**src/rtl/dram_request_scheduler_if.sv**
```systemverilog
// Bundles the camera write stream, display read stream and DDR3 request port
// seen by the request scheduler; master is the scheduler side.
interface dram_request_scheduler_if #(
  parameter int ADDR_W = 24
);
  logic [127:0]      write_axis_data;
  logic              write_axis_tlast;
  logic              write_axis_valid;
  logic              write_axis_ready;
  logic [127:0]      read_axis_data;
  logic              read_axis_tlast;
  logic              read_axis_valid;
  logic              read_axis_ready;
  logic              read_axis_af;
  logic [ADDR_W-1:0] memrequest_addr;
  logic              memrequest_en;
  logic              memrequest_write_enable;
  logic [127:0]      memrequest_write_data;
  logic              memrequest_busy;
  logic              memrequest_complete;
  logic [127:0]      memrequest_resp_data;
  logic [1:0]        status_err;

  modport master (
    input  write_axis_data, write_axis_tlast, write_axis_valid,
    output write_axis_ready,
    output read_axis_data, read_axis_tlast, read_axis_valid,
    input  read_axis_ready, read_axis_af,
    output memrequest_addr, memrequest_en, memrequest_write_enable, memrequest_write_data,
    input  memrequest_busy, memrequest_complete, memrequest_resp_data,
    output status_err
  );

  modport slave (
    output write_axis_data, write_axis_tlast, write_axis_valid,
    input  write_axis_ready,
    input  read_axis_data, read_axis_tlast, read_axis_valid,
    output read_axis_ready, read_axis_af,
    input  memrequest_addr, memrequest_en, memrequest_write_enable, memrequest_write_data,
    output memrequest_busy, memrequest_complete, memrequest_resp_data,
    input  status_err
  );
endinterface

```
**src/rtl/dram_request_scheduler.sv**
```systemverilog
// Arbitrates the single DDR3 request port between camera writes and display
// prefetch reads, with bounded write runs and bounded outstanding requests.
module dram_request_scheduler #(
  parameter int MAX_ADDR  = 115200,
  parameter int ADDR_W    = 24,
  parameter int MAX_OUT   = 8,
  parameter int WRITE_RUN = 16
) (
  input logic clk,
  input logic rst,
  dram_request_scheduler_if.master bus
);
  localparam int PTR_W = $clog2(MAX_OUT);
  localparam int CNT_W = PTR_W + 1;
  localparam int RUN_W = $clog2(WRITE_RUN + 1);
  localparam logic [ADDR_W-1:0] LAST_ADDR = ADDR_W'(MAX_ADDR - 1);
  localparam logic [CNT_W-1:0]  OUT_LIMIT = CNT_W'(MAX_OUT);
  localparam logic [RUN_W-1:0]  RUN_LIMIT = RUN_W'(WRITE_RUN);

  typedef enum logic {IDLE = 1'b0, ISSUE = 1'b1} state_e;

  state_e             state_q, state_d;
  logic [ADDR_W-1:0]  wr_addr_q, wr_addr_d, rd_addr_q, rd_addr_d;
  logic [RUN_W-1:0]   run_q, run_d;
  logic [CNT_W-1:0]   out_cnt_q, out_cnt_d;
  logic [PTR_W-1:0]   wr_ptr_q, wr_ptr_d, rd_ptr_q, rd_ptr_d;
  logic [1:0]         tag_q [MAX_OUT];
  logic [1:0]         tag_d [MAX_OUT];
  logic               is_last_q, is_last_d;
  logic [ADDR_W-1:0]  mem_addr_q, mem_addr_d;
  logic               mem_en_q, mem_en_d;
  logic               mem_we_q, mem_we_d;
  logic [127:0]       mem_wdata_q, mem_wdata_d;
  logic               rvalid_q, rvalid_d;
  logic               rlast_q, rlast_d;
  logic [127:0]       rdata_q, rdata_d;
  logic [1:0]         err_q, err_d;

  logic has_room, w_elig, r_elig, grant_w, grant_r, accept, pop;
  logic [1:0] head_tag;

  // Arbitration, request issue, tag queue and response routing.
  always_comb begin
    state_d     = state_q;
    wr_addr_d   = wr_addr_q;
    rd_addr_d   = rd_addr_q;
    run_d       = run_q;
    out_cnt_d   = out_cnt_q;
    wr_ptr_d    = wr_ptr_q;
    rd_ptr_d    = rd_ptr_q;
    tag_d       = tag_q;
    is_last_d   = is_last_q;
    mem_addr_d  = mem_addr_q;
    mem_en_d    = mem_en_q;
    mem_we_d    = mem_we_q;
    mem_wdata_d = mem_wdata_q;

    has_room = (out_cnt_q < OUT_LIMIT);
    w_elig   = (state_q == IDLE) && bus.write_axis_valid && has_room;
    r_elig   = (state_q == IDLE) && !bus.read_axis_af && has_room;
    grant_w  = w_elig && (!r_elig || (run_q < RUN_LIMIT));
    grant_r  = r_elig && !grant_w;
    accept   = (state_q == ISSUE) && mem_en_q && !bus.memrequest_busy;
    pop      = bus.memrequest_complete && (out_cnt_q != CNT_W'(0));
    head_tag = tag_q[rd_ptr_q];

    case (state_q)
      IDLE: begin
        if (grant_w) begin
          mem_addr_d  = wr_addr_q;
          mem_we_d    = 1'b1;
          mem_wdata_d = bus.write_axis_data;
          mem_en_d    = 1'b1;
          is_last_d   = 1'b0;
          wr_addr_d   = (bus.write_axis_tlast || (wr_addr_q == LAST_ADDR)) ?
                        ADDR_W'(0) : wr_addr_q + ADDR_W'(1);
          state_d     = ISSUE;
        end else if (grant_r) begin
          mem_addr_d  = rd_addr_q;
          mem_we_d    = 1'b0;
          mem_en_d    = 1'b1;
          is_last_d   = (rd_addr_q == LAST_ADDR);
          rd_addr_d   = (rd_addr_q == LAST_ADDR) ? ADDR_W'(0) : rd_addr_q + ADDR_W'(1);
          state_d     = ISSUE;
        end else begin
          state_d = IDLE;
        end
      end
      ISSUE: begin
        if (accept) begin
          tag_d[wr_ptr_q] = {mem_we_q, is_last_q};
          wr_ptr_d        = wr_ptr_q + PTR_W'(1);
          mem_en_d        = 1'b0;
          state_d         = IDLE;
        end else begin
          state_d = ISSUE;
        end
      end
      default: begin
        mem_en_d = 1'b0;
        state_d  = IDLE;
      end
    endcase

    if (grant_w) begin
      run_d = (run_q < RUN_LIMIT) ? run_q + RUN_W'(1) : run_q;
    end else if (grant_r || ((state_q == IDLE) && !w_elig)) begin
      run_d = RUN_W'(0);
    end else begin
      run_d = run_q;
    end

    if (pop) begin
      rd_ptr_d = rd_ptr_q + PTR_W'(1);
    end else begin
      rd_ptr_d = rd_ptr_q;
    end

    case ({accept, pop})
      2'b10:   out_cnt_d = out_cnt_q + CNT_W'(1);
      2'b01:   out_cnt_d = out_cnt_q - CNT_W'(1);
      default: out_cnt_d = out_cnt_q;
    endcase

    // Acks return in issue order, so the queue head always names the acked request.
    rvalid_d = pop && !head_tag[1];
    rlast_d  = rvalid_d ? head_tag[0] : 1'b0;
    rdata_d  = rvalid_d ? bus.memrequest_resp_data : rdata_q;
    err_d[0] = err_q[0] | (rvalid_q & ~bus.read_axis_ready);
    err_d[1] = err_q[1] | (bus.memrequest_complete & (out_cnt_q == CNT_W'(0)));
  end

  // State and output registers with synchronous reset.
  always_ff @(posedge clk) begin
    if (rst) begin
      state_q     <= IDLE;
      wr_addr_q   <= ADDR_W'(0);
      rd_addr_q   <= ADDR_W'(0);
      run_q       <= RUN_W'(0);
      out_cnt_q   <= CNT_W'(0);
      wr_ptr_q    <= PTR_W'(0);
      rd_ptr_q    <= PTR_W'(0);
      for (int i = 0; i < MAX_OUT; i++) tag_q[i] <= 2'b00;
      is_last_q   <= 1'b0;
      mem_addr_q  <= ADDR_W'(0);
      mem_en_q    <= 1'b0;
      mem_we_q    <= 1'b0;
      mem_wdata_q <= 128'd0;
      rvalid_q    <= 1'b0;
      rlast_q     <= 1'b0;
      rdata_q     <= 128'd0;
      err_q       <= 2'b00;
    end else begin
      state_q     <= state_d;
      wr_addr_q   <= wr_addr_d;
      rd_addr_q   <= rd_addr_d;
      run_q       <= run_d;
      out_cnt_q   <= out_cnt_d;
      wr_ptr_q    <= wr_ptr_d;
      rd_ptr_q    <= rd_ptr_d;
      tag_q       <= tag_d;
      is_last_q   <= is_last_d;
      mem_addr_q  <= mem_addr_d;
      mem_en_q    <= mem_en_d;
      mem_we_q    <= mem_we_d;
      mem_wdata_q <= mem_wdata_d;
      rvalid_q    <= rvalid_d;
      rlast_q     <= rlast_d;
      rdata_q     <= rdata_d;
      err_q       <= err_d;
    end
  end

  assign bus.write_axis_ready        = grant_w;
  assign bus.read_axis_data          = rdata_q;
  assign bus.read_axis_tlast         = rlast_q;
  assign bus.read_axis_valid         = rvalid_q;
  assign bus.memrequest_addr         = mem_addr_q;
  assign bus.memrequest_en           = mem_en_q;
  assign bus.memrequest_write_enable = mem_we_q;
  assign bus.memrequest_write_data   = mem_wdata_q;
  assign bus.status_err              = err_q;
endmodule

```
**src/flat_wrapper.sv**
```systemverilog
// flat-port wrapper written by rule: the top's interface ports become plain ports
module dram_request_scheduler_flat 
#(
  parameter int MAX_ADDR  = 115200,
  parameter int ADDR_W    = 24,
  parameter int MAX_OUT   = 8,
  parameter int WRITE_RUN = 16
)
  (clk, rst, bus_write_axis_data, bus_write_axis_tlast, bus_write_axis_valid, bus_write_axis_ready, bus_read_axis_data, bus_read_axis_tlast, bus_read_axis_valid, bus_read_axis_ready, bus_read_axis_af, bus_memrequest_addr, bus_memrequest_en, bus_memrequest_write_enable, bus_memrequest_write_data, bus_memrequest_busy, bus_memrequest_complete, bus_memrequest_resp_data, bus_status_err);
  dram_request_scheduler_if #(.ADDR_W(ADDR_W)) bus_i ();
  input logic clk;
  input logic rst;
  input wire logic [$bits(bus_i.write_axis_data)-1:0] bus_write_axis_data;
  input wire logic [$bits(bus_i.write_axis_tlast)-1:0] bus_write_axis_tlast;
  input wire logic [$bits(bus_i.write_axis_valid)-1:0] bus_write_axis_valid;
  output wire logic [$bits(bus_i.write_axis_ready)-1:0] bus_write_axis_ready;
  output wire logic [$bits(bus_i.read_axis_data)-1:0] bus_read_axis_data;
  output wire logic [$bits(bus_i.read_axis_tlast)-1:0] bus_read_axis_tlast;
  output wire logic [$bits(bus_i.read_axis_valid)-1:0] bus_read_axis_valid;
  input wire logic [$bits(bus_i.read_axis_ready)-1:0] bus_read_axis_ready;
  input wire logic [$bits(bus_i.read_axis_af)-1:0] bus_read_axis_af;
  output wire logic [$bits(bus_i.memrequest_addr)-1:0] bus_memrequest_addr;
  output wire logic [$bits(bus_i.memrequest_en)-1:0] bus_memrequest_en;
  output wire logic [$bits(bus_i.memrequest_write_enable)-1:0] bus_memrequest_write_enable;
  output wire logic [$bits(bus_i.memrequest_write_data)-1:0] bus_memrequest_write_data;
  input wire logic [$bits(bus_i.memrequest_busy)-1:0] bus_memrequest_busy;
  input wire logic [$bits(bus_i.memrequest_complete)-1:0] bus_memrequest_complete;
  input wire logic [$bits(bus_i.memrequest_resp_data)-1:0] bus_memrequest_resp_data;
  output wire logic [$bits(bus_i.status_err)-1:0] bus_status_err;
  assign bus_i.write_axis_data = bus_write_axis_data;
  assign bus_i.write_axis_tlast = bus_write_axis_tlast;
  assign bus_i.write_axis_valid = bus_write_axis_valid;
  assign bus_write_axis_ready = bus_i.write_axis_ready;
  assign bus_read_axis_data = bus_i.read_axis_data;
  assign bus_read_axis_tlast = bus_i.read_axis_tlast;
  assign bus_read_axis_valid = bus_i.read_axis_valid;
  assign bus_i.read_axis_ready = bus_read_axis_ready;
  assign bus_i.read_axis_af = bus_read_axis_af;
  assign bus_memrequest_addr = bus_i.memrequest_addr;
  assign bus_memrequest_en = bus_i.memrequest_en;
  assign bus_memrequest_write_enable = bus_i.memrequest_write_enable;
  assign bus_memrequest_write_data = bus_i.memrequest_write_data;
  assign bus_i.memrequest_busy = bus_memrequest_busy;
  assign bus_i.memrequest_complete = bus_memrequest_complete;
  assign bus_i.memrequest_resp_data = bus_memrequest_resp_data;
  assign bus_status_err = bus_i.status_err;
  dram_request_scheduler #(.MAX_ADDR(MAX_ADDR), .ADDR_W(ADDR_W), .MAX_OUT(MAX_OUT), .WRITE_RUN(WRITE_RUN)) u_core (.clk(clk), .rst(rst), .bus(bus_i));
endmodule
```
**config.mk**
```make
export PLATFORM = sky130hd
export DESIGN_NAME = dram_request_scheduler_flat
export DESIGN_NICKNAME = d
export VERILOG_FILES = /design/src/rtl/dram_request_scheduler_if.sv /design/src/rtl/dram_request_scheduler.sv /design/src/flat_wrapper.sv
export SDC_FILE = /design/constraint.sdc
export NUM_CORES = 1
export LEC_CHECK = 0
export BUFFER_PORTS_ARGS = -buffer_cell sky130_fd_sc_hd__buf_4
export CORE_AREA = 2 2 214 216
export CTS_CLUSTER_DIAMETER = 50
export CTS_CLUSTER_SIZE = 30
export DETAILED_ROUTE_END_ITERATION = 8
export DIE_AREA = 0 0 216 218
export SYNTH_ARGS = -nofsm -noshare
export SYNTH_HDL_FRONTEND = slang
export SYNTH_SLANG_ARGS = --single-unit
```
**constraint.sdc**
```tcl
create_clock -name clk -period 2.8 [get_ports clk]
set_input_delay 0.42 -clock clk [delete_from_list [all_inputs] [get_ports clk]]
set_output_delay 0.42 -clock clk [all_outputs]
set_load 0.01 [all_outputs]
```
==> flow_summary_export.csv <==
group,metric,value,unit
outcome,status,"finished, final reports clean",
cells_and_area,fillCellCount,4533,
grt,grt-busiest-layer,"met2",
critical_path,critPathLaunchType,"flip-flop",
route,wl_per_cell,17.6,µm
grt,grt_pass1_vias,13000,
critical_path,r2r_cells,9,
synthesis,synth.distinct_cells,59,
critical_path,arrival,2190,ps
worst_hold_path,hold_start,"bus_memrequest_resp_data[16]",
route,first_iter_violations,863,
synthesis,yosys.area.top_type_share,0.513,
die,die_area,47100,µm²
worst_hold_path,hold_path_end,"u_core.bus.read_axis_data[16]",
cts,clk_path_buf_depth,3,
grt,grt_pass1_wl,74800,µm
grt,grt.overflow.total,0,
critical_path,crit_path_end_kind,"primary output",
power,clock_power_share,0.328,
route,route.detailed.drc,0,
flow_run,drv_cap,0,
timing,slew_headroom,0.508,
cells_and_area,fin_area,20200,µm²
synthesis,ys_warn_count,0,
die,start_util,0.319,
synthesis,synthArstFlopShare,0,
synthesis,synth-main-ff-cell,"dfxtp_1",
die,core-area,44900,µm²
power,switching_share,0.346,
grt,grt_util_met3,0.0628,
power,total_power,18.4,mW
synthesis,syn_avg_cell_area,8.32,µm²
cts,h-tree-depth,2,
place,dp.cells,2774,
power,ir_drop,478,µV
cts,cts_tree,"built",
cells_and_area,fin_nets,2490,
timing,worst-slew-pin-transition,738,ps
synthesis,synth.area.top_cells,"dfxtp_1 51%, nand2_1 16%, a21oi_1 9.6%",
grt,grt_use_met1,0.232,
critical_path,worstPathCellList,"nor3b_4, nand2_4, inv_8, buf_4",
timing,fin_skew,15.4,ps
cts,cts_hold_buf,0,
grt,grt_max_degree,123,
synthesis,syn_inst,1720,
power,intPower,12.0,mW
synthesis,synth-seq-cells,367,
die,io_pins,551,
power,power.density,911,nW/µm²
timing,fmax,383,MHz
synthesis,synthTopCellsByCount,"597 x nand2_1, 367 x dfxtp_1, 274 x a21oi_1",
power,p_comb_frac,0.304,
route,routed_wirelength,50200,µm
cts,postCtsSetupRepairBufs,0,
cts,path_clk_slew,70,ps
synthesis,ys_seq_area_frac,0.513,
cts,clock-sinks,367,
cts,cts-root-buf,"clkbuf_16",
place,gp_congestion,0.884,
route,viasPerCell,4.81,
critical_path,critPathSlowestCell,"nor3b_4",
cts,cts_buffers,43,
timing,rsz0062_at_grt,"false",
die,fp-row-count,78,
route,ant_nets,0,
die,die_x,216,µm
cells_and_area,area_delta_synth_final,40.8,%
grt,grtUsageTotal,0.203,
place,place_hpwl,37200,µm
synthesis,yosys.area.top_type,"dfxtp_1",
synthesis,synth_most_common_cell,"nand2_1",
critical_path,crit_cells,4,
critical_path,cp_top_family,"simple AND/OR/NAND/NOR gates",
synthesis,synth_edf_count,0,
cells_and_area,stdcell_count,2855,
place,place_area,18600,µm²
route,vias,13700,
synthesis,synth_area,14300,µm²
worst_hold_path,hold_path_class,"in2reg",
critical_path,worstPathMaxFanout,38,
critical_path,critPathMaxStageDelay,450,ps
timing,maxSlewViolCount,0,
critical_path,cp_num_buf_inv,2,
place,io_buffers,550,
critical_path,worstSetupPathType,"reg2out",
critical_path,r2r-end,"u_core.out_cnt_q[2]",
die,die_h,218,µm
synthesis,syn-num-nets,1991,
route,drt-pass1-iter-count,5,
timing,finalCritPeriodShare,0.932,
timing,timing.final.crit_period,2610,ps
critical_path,rr_startpoint,"u_core.state_q",
power,p_switching,6.36,mW
cells_and_area,drive_gt1_frac,0.298,
timing,whs,92.2,ps
power,seqPwrFrac,0.368,
power,p_leak,8.33,nW
grt,antenna_found_initial,3,
grt,grt_use_met2,0.343,
cts,worstSkewPairLatency,570,ps
critical_path,cp.required,2380,ps
critical_path,reg2reg_slack,340,ps
worst_hold_path,min_path_cells,3,
timing,fin_setup_tns,0,ps
timing,setup_viol_count_final,0,
timing,hold_viol_final,0,
==> worst max-delay path by stage <==
stage | startpoint | end | slack [ps]
finish | u_core.out_cnt_q[3] | bus_write_axis_ready | 190
global route | u_core.out_cnt_q[3] | bus_write_axis_ready | 40
CTS | u_core.out_cnt_q[3] | bus_write_axis_ready | 80
detailed placement | bus_write_axis_valid | u_core.bus.memrequest_write_data[83] | 360
global placement | bus_write_axis_valid | u_core.bus.memrequest_write_data[58] | 420
floorplan | u_core.out_cnt_q[3] | u_core.out_cnt_q[2] | 300
==> through the flow <==
step / utilization / setup WS (ps)
3_5_place_dp: 0.414 / 358
3_3_place_gp: 0.414 / 418
4_1_cts: 0.449 / 83.2
5_1_grt: 0.449 / 37.0
2_1_floorplan: - / 301
6_report: 0.449 / 191
==> metal layers <==
metal  vias to the layer above  routed length [µm]
li1                       6708                   -
met1                      6379               19500
met2                       531               24100
met3                       105                4290
met4                         4                2370
met5                         -                  29
==> registers in the layout, indices dropped and copies added, names as in the netlist, 2 cells and up <==
signal and cells:
u_core.bus.memrequest_write_data 128, u_core.bus.status_err 2, u_core.wr_addr_q 24, u_core.out_cnt_q 4, u_core.bus.read_axis_data 128, u_core.bus.memrequest_addr 24, u_core.rd_addr_q 24, u_core.run_q 5
u_core.rd_ptr_q 3, u_core.tag_q 16, u_core.wr_ptr_q 3
==> kinds of logic (layout without fill, tap and decap cells) <==
kind of cell | after synthesis | in the layout | share of synthesized area
DFF | 367 | 367 | 0.513
AOI/OAI and AO/OA | 335 | 335 | 0.132
buffers and inverters | 132 | 666 | 0.0689
xor gates and xnor gates | 45 | 45 | 0.0275
other | 0 | 1 | 0
muxes | 19 | 19 | 0.0173
and+or+nand+nor | 815 | 815 | 0.235
adders and majority gates | 7 | 7 | 0.00612
==> power groups by stage <==
| stage | combinational (mW) | clock, mW | sequential, mW |
|---|---|---|---|
| after floorplan | 3.20 | 0 | 7.09 |
| final | 5.58 | 6.02 | 6.76 |
| after CTS | 5.64 | 6.14 | 6.76 |
| after global placement | 5.52 | 0 | 6.83 |
| after global routing | 6.09 | 6.39 | 6.87 |
| after detailed placement | 5.62 | 0 | 6.86 |
==> placed cells by master, fill, tap and decap left out, types with 22 or more instances in the layout <==
cell type	count
clkbuf_16	43
dfxtp_1	367
nand2_1	596
buf_4	563
a311oi_1	24
nor2_1	102
nand4_1	22
a21oi_1	274
nand3_1	27
xor2_1	30
==> worst register-to-register path, cell delays in order, from the launching register on <==
cell and delay [ps]:
dfxtp_1 570, and3b_1 240, inv_1 130, ha_1 330
xor2_1 190, ha_1 200, a31oi_1 180, xor2_1 110
or3_1 310, a21oi_1 140
==> area by class of cell <==
class | instances | area, µm² | share of cell area
diodes | 1 | 2.50 | 0.000124
repair buffers | 575 | 4460 | 0.221
clock buffers | 50 | 1150 | 0.0572
inverters | 11 | 48.8 | 0.00242
well taps | 600 | 751 | 0.0373
flip-flops and latches | 367 | 7350 | 0.365
clock inverters | 30 | 387 | 0.0192
multi-input cells | 1221 | 6000 | 0.298
==> what timing repair did <==
item,4_1_cts,5_1_grt
resized for setup,2,1
setup endpoints to repair,1,1
cloned,0,0
Note: power is estimated with default switching activity, not from simulation.
